## src/rtl/pool_pkg.sv

```systemverilog
// ============================================================================
// Module   : pool_pkg
// Purpose  : Shared types, dimension constants and helpers for pool_sched.
// Revision : 1.0  initial release
// ============================================================================
`default_nettype none

package pool_pkg;

    typedef enum logic [2:0] {
        ST_IDLE  = 3'd0,
        ST_ISSUE = 3'd1,
        ST_WAIT  = 3'd2,
        ST_NEXT  = 3'd3,
        ST_CMPL  = 3'd4
    } state_e;

    localparam logic [2:0] DIM_3 = 3'd3;
    localparam logic [2:0] DIM_4 = 3'd4;
    localparam logic [2:0] DIM_5 = 3'd5;

    // Channel stride in words; zero for dimensions the pooling unit cannot run.
    function automatic logic [4:0] dim_sq(input logic [2:0] dim);
        case (dim)
            DIM_3:   return 5'd9;
            DIM_4:   return 5'd16;
            DIM_5:   return 5'd25;
            default: return 5'd0;
        endcase
    endfunction

    function automatic logic dim_legal(input logic [2:0] dim);
        return (dim == DIM_3) || (dim == DIM_4) || (dim == DIM_5);
    endfunction

endpackage

`default_nettype wire

```

## src/rtl/pool_sched_if.sv

```systemverilog
// ============================================================================
// Module   : pool_sched_if
// Purpose  : Requester, pooling-controller and completion signals of pool_sched.
// Revision : 1.0  initial release
// ============================================================================
`default_nettype none

interface pool_sched_if #(
    parameter int N_REQ  = 4,
    parameter int CH_W   = 6,
    parameter int ADDR_W = 10
);
    localparam int ID_W = (N_REQ > 1) ? $clog2(N_REQ) : 1;

    logic [N_REQ-1:0]             req_valid;
    logic [N_REQ-1:0]             req_ready;
    logic [N_REQ-1:0][2:0]        req_inst;
    logic [N_REQ-1:0][2:0]        req_dim;
    logic [N_REQ-1:0][CH_W-1:0]   req_nch;
    logic [N_REQ-1:0][ADDR_W-1:0] req_base;

    logic                         start_pool;
    logic [2:0]                   pooling_inst;
    logic [2:0]                   array_dim;
    logic [ADDR_W-1:0]            ch_base;
    logic                         pu_done;

    logic                         cmp_valid;
    logic [ID_W-1:0]              cmp_id;
    logic                         cmp_err;
    logic                         busy;

    modport master (
        output req_valid, req_inst, req_dim, req_nch, req_base, pu_done,
        input  req_ready, start_pool, pooling_inst, array_dim, ch_base,
               cmp_valid, cmp_id, cmp_err, busy
    );

    modport slave (
        input  req_valid, req_inst, req_dim, req_nch, req_base, pu_done,
        output req_ready, start_pool, pooling_inst, array_dim, ch_base,
               cmp_valid, cmp_id, cmp_err, busy
    );

endinterface

`default_nettype wire

```

## src/rtl/rr_arbiter.sv

```systemverilog
// ============================================================================
// Module   : rr_arbiter
// Purpose  : One-hot grant to the first valid requester at or after ptr.
// Revision : 1.0  initial release
// ============================================================================
`default_nettype none

module rr_arbiter #(
    parameter int N  = 4,
    parameter int PW = (N > 1) ? $clog2(N) : 1
) (
    input  logic [N-1:0]  valid,
    input  logic [PW-1:0] ptr,
    output logic [N-1:0]  grant
);

    logic [PW:0] idx;
    logic        found;

    always_comb begin
        grant = '0;
        found = 1'b0;
        idx   = '0;
        for (int i = 0; i < N; i++) begin
            idx = {1'b0, ptr} + (PW + 1)'(i);
            if (idx >= (PW + 1)'(N)) begin
                idx = idx - (PW + 1)'(N);
            end
            if (!found && valid[idx[PW-1:0]]) begin
                grant[idx[PW-1:0]] = 1'b1;
                found              = 1'b1;
            end
        end
    end

endmodule

`default_nettype wire

```

## src/rtl/pool_sched.sv

```systemverilog
// ============================================================================
// Module   : pool_sched
// Purpose  : Round-robin job scheduler feeding a shared pooling unit, one
//            channel at a time, with per-channel timeout and completion report.
// Revision : 1.0  initial release
// ============================================================================
`default_nettype none

module pool_sched
    import pool_pkg::*;
#(
    parameter int N_REQ   = 4,
    parameter int CH_W    = 6,
    parameter int ADDR_W  = 10,
    parameter int TIMEOUT = 64
) (
    input  logic        clk,
    input  logic        rst,
    pool_sched_if.slave bus
);

    localparam int             ID_W     = (N_REQ > 1) ? $clog2(N_REQ) : 1;
    localparam int             TMO_W    = (TIMEOUT > 1) ? $clog2(TIMEOUT) : 1;
    localparam logic [TMO_W-1:0] TMO_LAST = TMO_W'(TIMEOUT - 1);

    state_e            state_q,      state_d;
    logic [ID_W-1:0]   ptr_q,        ptr_d;
    logic [ID_W-1:0]   id_q,         id_d;
    logic [2:0]        inst_q,       inst_d;
    logic [2:0]        dim_q,        dim_d;
    logic [CH_W-1:0]   nch_q,        nch_d;
    logic [ADDR_W-1:0] base_q,       base_d;
    logic [CH_W-1:0]   ch_cnt_q,     ch_cnt_d;
    logic [TMO_W-1:0]  tmo_q,        tmo_d;
    logic              start_pool_q, start_pool_d;
    logic              cmp_valid_q,  cmp_valid_d;
    logic              cmp_err_q,    cmp_err_d;
    logic              busy_q,       busy_d;
    logic              ready_en_q,   ready_en_d;

    logic [N_REQ-1:0]  grant;
    logic [ID_W-1:0]   sel_id;
    logic              accept;
    logic              sel_legal;
    logic [ADDR_W-1:0] stride;

    rr_arbiter #(
        .N  (N_REQ),
        .PW (ID_W)
    ) u_arb (
        .valid (bus.req_valid),
        .ptr   (ptr_q),
        .grant (grant)
    );

    always_comb begin
        sel_id = '0;
        for (int i = 0; i < N_REQ; i++) begin
            if (grant[i]) begin
                sel_id = ID_W'(i);
            end
        end
    end

    // ready_en_q is a registered "in IDLE and out of reset" flag, so
    // req_ready is forced low while rst is held even if req_valid is high.
    assign accept    = ready_en_q && (|grant);
    assign sel_legal = dim_legal(bus.req_dim[sel_id]) && (bus.req_nch[sel_id] != '0);
    assign stride    = ADDR_W'(dim_sq(dim_q));

    always_comb begin
        state_d      = state_q;
        ptr_d        = ptr_q;
        id_d         = id_q;
        inst_d       = inst_q;
        dim_d        = dim_q;
        nch_d        = nch_q;
        base_d       = base_q;
        ch_cnt_d     = ch_cnt_q;
        tmo_d        = tmo_q;
        cmp_err_d    = 1'b0;

        case (state_q)
            ST_IDLE: begin
                if (accept) begin
                    id_d     = sel_id;
                    inst_d   = bus.req_inst[sel_id];
                    dim_d    = bus.req_dim[sel_id];
                    nch_d    = bus.req_nch[sel_id];
                    base_d   = bus.req_base[sel_id];
                    ptr_d    = (sel_id == ID_W'(N_REQ - 1)) ? '0 : sel_id + 1'b1;
                    ch_cnt_d = '0;
                    tmo_d    = '0;
                    if (sel_legal) begin
                        state_d = ST_ISSUE;
                    end else begin
                        state_d   = ST_CMPL;
                        cmp_err_d = 1'b1;
                    end
                end
            end
            ST_ISSUE: begin
                state_d = ST_WAIT;
            end
            ST_WAIT: begin
                // pu_done takes priority over an expiring timeout.
                if (bus.pu_done) begin
                    state_d = ST_NEXT;
                end else if (tmo_q == TMO_LAST) begin
                    state_d   = ST_CMPL;
                    cmp_err_d = 1'b1;
                end else begin
                    tmo_d = tmo_q + 1'b1;
                end
            end
            ST_NEXT: begin
                ch_cnt_d = ch_cnt_q + 1'b1;
                base_d   = base_q + stride;
                if (ch_cnt_q == nch_q - CH_W'(1)) begin
                    state_d = ST_CMPL;
                end else begin
                    state_d = ST_ISSUE;
                    tmo_d   = '0;
                end
            end
            ST_CMPL: begin
                state_d = ST_IDLE;
            end
            default: begin
                state_d = ST_IDLE;
            end
        endcase

        start_pool_d = (state_d == ST_ISSUE);
        cmp_valid_d  = (state_d == ST_CMPL);
        busy_d       = (state_d != ST_IDLE);
        ready_en_d   = (state_d == ST_IDLE);
    end

    always_ff @(posedge clk or posedge rst) begin
        if (rst) begin
            state_q      <= ST_IDLE;
            ptr_q        <= '0;
            id_q         <= '0;
            inst_q       <= '0;
            dim_q        <= '0;
            nch_q        <= '0;
            base_q       <= '0;
            ch_cnt_q     <= '0;
            tmo_q        <= '0;
            start_pool_q <= 1'b0;
            cmp_valid_q  <= 1'b0;
            cmp_err_q    <= 1'b0;
            busy_q       <= 1'b0;
            ready_en_q   <= 1'b0;
        end else begin
            state_q      <= state_d;
            ptr_q        <= ptr_d;
            id_q         <= id_d;
            inst_q       <= inst_d;
            dim_q        <= dim_d;
            nch_q        <= nch_d;
            base_q       <= base_d;
            ch_cnt_q     <= ch_cnt_d;
            tmo_q        <= tmo_d;
            start_pool_q <= start_pool_d;
            cmp_valid_q  <= cmp_valid_d;
            cmp_err_q    <= cmp_err_d;
            busy_q       <= busy_d;
            ready_en_q   <= ready_en_d;
        end
    end

    assign bus.req_ready    = ready_en_q ? grant : '0;
    assign bus.start_pool   = start_pool_q;
    assign bus.pooling_inst = inst_q;
    assign bus.array_dim    = dim_q;
    assign bus.ch_base      = base_q;
    assign bus.cmp_valid    = cmp_valid_q;
    assign bus.cmp_id       = id_q;
    assign bus.cmp_err      = cmp_err_q;
    assign bus.busy         = busy_q;

endmodule

`default_nettype wire

```

## src/flat_wrapper.sv

```systemverilog
// flat-port wrapper written by rule: the top's interface ports become plain ports
module pool_sched_flat import pool_pkg::*;
#(
    parameter int N_REQ   = 4,
    parameter int CH_W    = 6,
    parameter int ADDR_W  = 10,
    parameter int TIMEOUT = 64
)
  (clk, rst, bus_req_valid, bus_req_inst, bus_req_dim, bus_req_nch, bus_req_base, bus_pu_done, bus_req_ready, bus_start_pool, bus_pooling_inst, bus_array_dim, bus_ch_base, bus_cmp_valid, bus_cmp_id, bus_cmp_err, bus_busy);
  pool_sched_if #(.N_REQ(N_REQ), .CH_W(CH_W), .ADDR_W(ADDR_W)) bus_i ();
  input  logic clk;
  input  logic rst;
  input wire logic [$bits(bus_i.req_valid)-1:0] bus_req_valid;
  input wire logic [$bits(bus_i.req_inst)-1:0] bus_req_inst;
  input wire logic [$bits(bus_i.req_dim)-1:0] bus_req_dim;
  input wire logic [$bits(bus_i.req_nch)-1:0] bus_req_nch;
  input wire logic [$bits(bus_i.req_base)-1:0] bus_req_base;
  input wire logic [$bits(bus_i.pu_done)-1:0] bus_pu_done;
  output wire logic [$bits(bus_i.req_ready)-1:0] bus_req_ready;
  output wire logic [$bits(bus_i.start_pool)-1:0] bus_start_pool;
  output wire logic [$bits(bus_i.pooling_inst)-1:0] bus_pooling_inst;
  output wire logic [$bits(bus_i.array_dim)-1:0] bus_array_dim;
  output wire logic [$bits(bus_i.ch_base)-1:0] bus_ch_base;
  output wire logic [$bits(bus_i.cmp_valid)-1:0] bus_cmp_valid;
  output wire logic [$bits(bus_i.cmp_id)-1:0] bus_cmp_id;
  output wire logic [$bits(bus_i.cmp_err)-1:0] bus_cmp_err;
  output wire logic [$bits(bus_i.busy)-1:0] bus_busy;
  assign bus_i.req_valid = bus_req_valid;
  assign bus_i.req_inst = bus_req_inst;
  assign bus_i.req_dim = bus_req_dim;
  assign bus_i.req_nch = bus_req_nch;
  assign bus_i.req_base = bus_req_base;
  assign bus_i.pu_done = bus_pu_done;
  assign bus_req_ready = bus_i.req_ready;
  assign bus_start_pool = bus_i.start_pool;
  assign bus_pooling_inst = bus_i.pooling_inst;
  assign bus_array_dim = bus_i.array_dim;
  assign bus_ch_base = bus_i.ch_base;
  assign bus_cmp_valid = bus_i.cmp_valid;
  assign bus_cmp_id = bus_i.cmp_id;
  assign bus_cmp_err = bus_i.cmp_err;
  assign bus_busy = bus_i.busy;
  pool_sched #(.N_REQ(N_REQ), .CH_W(CH_W), .ADDR_W(ADDR_W), .TIMEOUT(TIMEOUT)) u_core (.clk(clk), .rst(rst), .bus(bus_i));
endmodule
```

## config.mk

```make
export PLATFORM = sky130hd
export DESIGN_NAME = pool_sched_flat
export DESIGN_NICKNAME = d
export VERILOG_FILES = /design/src/rtl/pool_pkg.sv /design/src/rtl/pool_sched_if.sv /design/src/rtl/rr_arbiter.sv /design/src/rtl/pool_sched.sv /design/src/flat_wrapper.sv
export SDC_FILE = /design/constraint.sdc
export NUM_CORES = 1
export LEC_CHECK = 0
export BUFFER_PORTS_ARGS = -buffer_cell sky130_fd_sc_hd__buf_4
export CORE_MARGIN = 4
export CORE_UTILIZATION = 46
export DETAILED_ROUTE_END_ITERATION = 8
export PLACE_DENSITY_LB_ADDON = 0.25
export SLEW_MARGIN = 5
export SYNTH_ARGS = -nofsm -noshare
export SYNTH_HDL_FRONTEND = slang
export SYNTH_SLANG_ARGS = --single-unit
```

## constraint.sdc

```tcl
create_clock -name clk -period 3.93 [get_ports clk]
set_clock_uncertainty 0.05 [all_clocks]
set_input_delay 0.1965 -clock clk [delete_from_list [all_inputs] [get_ports clk]]
set_output_delay 0.1965 -clock clk [all_outputs]
set_load 0.05 [all_outputs]
```

==> impl_metrics.csv <==
group,metric,value,unit
logic_synthesis,synthCells,406,
clock_network,clock_sinks,46,
floorplanning,core-area,7210,um2
drt,vias,3606,
drt,drc,0,
placement,place_area,4400,um2
timing,period_share,0.955,
clock_network,cts_tree,"yes",
timing,fin_hold_ws,0.0717,ns
setup_path,end_kind,"register",
floorplanning,ios,121,
clock_network,numCtsBuffers,5,
setup_path,ff2ff_path_depth,11,
floorplanning,rows,31,
logic_synthesis,avgSynthCellArea,8.37,um2
grt,antenna_found_initial,0,
finish,n_antenna_cell,0,
finish,nets,628,
finish,stdcell_area,4530,um2
drt,wl_per_cell,17.8,um
timing,final-setup-viol-count,0,
floorplanning,die_width,93.9,um
setup_path,timing.rr.end,"u_core.bus.ch_base[7]$_DFFE_PP0P_",
logic_synthesis,synth_top_cell_area_share,0.339,
placement,gp_congestion,0.930,
timing,period_minus_slack,3.75,ns
grt,grt_first_pass_wirelength,17400,um
logic_synthesis,synth-warning-count,0,
clock_network,clock_latency,0.31,ns
placement,dp_hpwl,8710,um
placement,numPortBuffers,120,
job,maxCapViolCount,0,
finish,drive_above_1_share,0.296,
grt,grt_start_max_net_pins,47,
logic_synthesis,post-synth-top-count-cell,"nand2_1",
timing,relSlewSlack,0.336,
logic_synthesis,yosysTopAreaCell,"dfrtp_1",
setup_path,r2r_slack,0.18,ns
logic_synthesis,synthTopCellsByCount,"nand2_1 (57), dfrtp_1 (46), nor2_1 (27), a21oi_1 (20), o21ai_0 (18)",
timing,hold_violations,0,
setup_path,timing.critical_path.buf_inv,2,
setup_path,path_cells,"inv_1, ha_1, mux4_2, or2_4, a211o_4, and2_1, a41o_1, or4_1, buf_4, a211o_1, o311a_1",
clock_network,clock_path_buffers,2,
logic_synthesis,ys_dominant_reg_cell,"dfrtp_1",
setup_path,cp_slowest_cell,"mux4_2",
finish,final_util,0.627,
floorplanning,die_area,8820,um2
timing,max_freq,266,MHz
clock_network,cts_root_buf,"clkbuf_8",
logic_synthesis,netlist_area,3400,um2
timing,setup_tns,0,ns
logic_synthesis,syn_nets,515,
outcome,run_status,"completed",
setup_path,critical_path_class,"register to register",
setup_path,crit_path_start_kind,"register",
logic_synthesis,async_reset_ff_frac,1.00,
setup_path,path_max_fanout,15,
drt,drt_first_iter_violations,210,
setup_path,cp.required,4.08,ns
clock_network,cts_setup_buffers,0,
power_and_ir_drop,p_leak,2.08,nW
grt,grt_remaining_overflow,0,
logic_synthesis,synth-edff-count,0,
drt,wl,11000,um
setup_path,worstPathArrival,3.91,ns
drt,antenna_left,0,
min_path,min_path_type,"primary input to asynchronous set/reset pin",
grt,track_usage,0.251,
drt,dr.pass1.iters,4,
timing,rsz0062_at_grt,"no",
timing,worstMarginPinSlew,0.995,ns
power_and_ir_drop,power.density,1030,nW/um2
logic_synthesis,ys_ff_latch,46,
logic_synthesis,yosysSeqAreaShare,0.339,
setup_path,crit_family,"simple AND/OR/NAND/NOR gates",
clock_network,cts-htree-levels,2,
power_and_ir_drop,vdd_ir_drop_max,0.459,mV
logic_synthesis,ys_types,55,
setup_path,slowest_delay,0.58,ns
grt,grt_pass1_vias,3519,
timing,slew_violations,0,
clock_network,clk_pin_slew_worst_paths,0.10,ns
logic_synthesis,synth_area_leaders,"dfrtp_1 (34%), nand2_1 (6.3%), ha_1 (5.2%)",
floorplanning,start_util,0.471,
drt,avgViaCountPerCell,5.83,
floorplanning,die_y,93.9,um
setup_path,r2r_start,"u_core.ptr_q[0]$_DFFE_PP0P_",
finish,areaGrowthSynthToFinish,33.3,%
-- sequential cells by signal (all words and copies together) (netlist names), 2 cells and up --
name                     flops
u_core.bus.array_dim         3
u_core.bus.ch_base          10
u_core.bus.cmp_id            2
u_core.bus.pooling_inst      3
u_core.ch_cnt_q              6
u_core.nch_q                 6
u_core.ptr_q                 2
u_core.state_q               3
u_core.tmo_q                 6
-- power by group --
| part | total (mW) | switching (mW) | internal [mW] | leakage [nW] |
|---|---|---|---|---|
| Combinational | 3.48 | 2.16 | 1.31 | 1.47 |
| Sequential | 0.873 | 0.198 | 0.674 | 0.572 |
| Clock | 0.310 | 0.183 | 0.128 | 0.0408 |
| Total | 4.66 | 2.54 | 2.12 | 2.08 |
-- layout by cell type, fill, tap and decap left out, types with 15 or more instances in the layout --
master,instances
o22ai_1,15
nand2_1,57
dfrtp_1,46
o21ai_1,18
inv_1,15
o21ai_0,17
nor2_1,27
a21oi_1,20
buf_4,129
-- worst register-to-register path: cells and delay by family (launching register included) --
kind                       cells  cell delay, ns
muxes                          1            0.58
DFF                            1            0.36
AOI/OAI and AO/OA              4            0.97
adders and majority gates      1            0.38
buffers and inverters          2            0.33
and+or+nand+nor                3            0.99
-- kinds of logic (layout without fill, tap and decap cells) --
group,Yosys count,count (layout),synth area share
simple gates,146,146,0.204
compound gates,135,135,0.265
flops,46,46,0.339
buf+inv,40,154,0.0527
mux,15,15,0.0622
fa+ha+maj,14,14,0.0516
xor+xnor,10,10,0.0258
-- per-stage QoR --
stage                     instances  power, mW  worst slack [ns]
final                           619       4.66             0.177
after global routing            619       5.03            0.0405
after CTS                       619       4.56            0.0634
after global placement          611       4.20             0.186
after detailed placement        611       4.23            0.0806
after floorplan                 406       3.32            0.0516
-- routing by layer --
layer / vias to the layer above / track usage / wire length (um)
met1: 1684 / 0.320 / 4520
li1: 1722 / - / -
met5: - / 0 / 0
met3: 24 / 0.0561 / 983
met2: 176 / 0.416 / 5210
met4: 0 / 0.0903 / 311
-- worst max path at each step --
stage	start	to	slack, ns	depth (start not counted)
2_1_floorplan	u_core.ptr_q[0]$_DFFE_PP0P_	u_core.bus.ch_base[9]$_DFFE_PP0P_	0.05	15
3_3_place_gp	u_core.ptr_q[0]$_DFFE_PP0P_	u_core.bus.array_dim[1]$_DFFE_PP0P_	0.19	10
3_5_place_dp	u_core.ptr_q[0]$_DFFE_PP0P_	u_core.state_q[2]$_DFF_PP0_	0.08	12
4_1_cts	u_core.ptr_q[0]$_DFFE_PP0P_	u_core.state_q[2]$_DFF_PP0_	0.06	12
5_1_grt	u_core.ptr_q[0]$_DFFE_PP0P_	u_core.bus.cmp_valid$_DFF_PP0_	0.04	12
6_report	u_core.ptr_q[0]$_DFFE_PP0P_	u_core.bus.ch_base[7]$_DFFE_PP0P_	0.18	11
-- repair_timing --
item                                    CTS  global route
hold buffers                              0             0
endpoints found under the setup margin    0            15
resized for setup                         0             8
-- layout make-up --
| type | count | area, um2 |
|---|---|---|
| clock buffer | 5 | 68.8 |
| inverter | 16 | 60.1 |
| fill | 653 | 2690 |
| timing repair buffer | 130 | 980 |
| clock inverter | 3 | 23.8 |
| sequential | 46 | 1150 |
| tap | 99 | 124 |
| multi-input combinational | 320 | 2120 |
(Power assumes the default switching activity.)
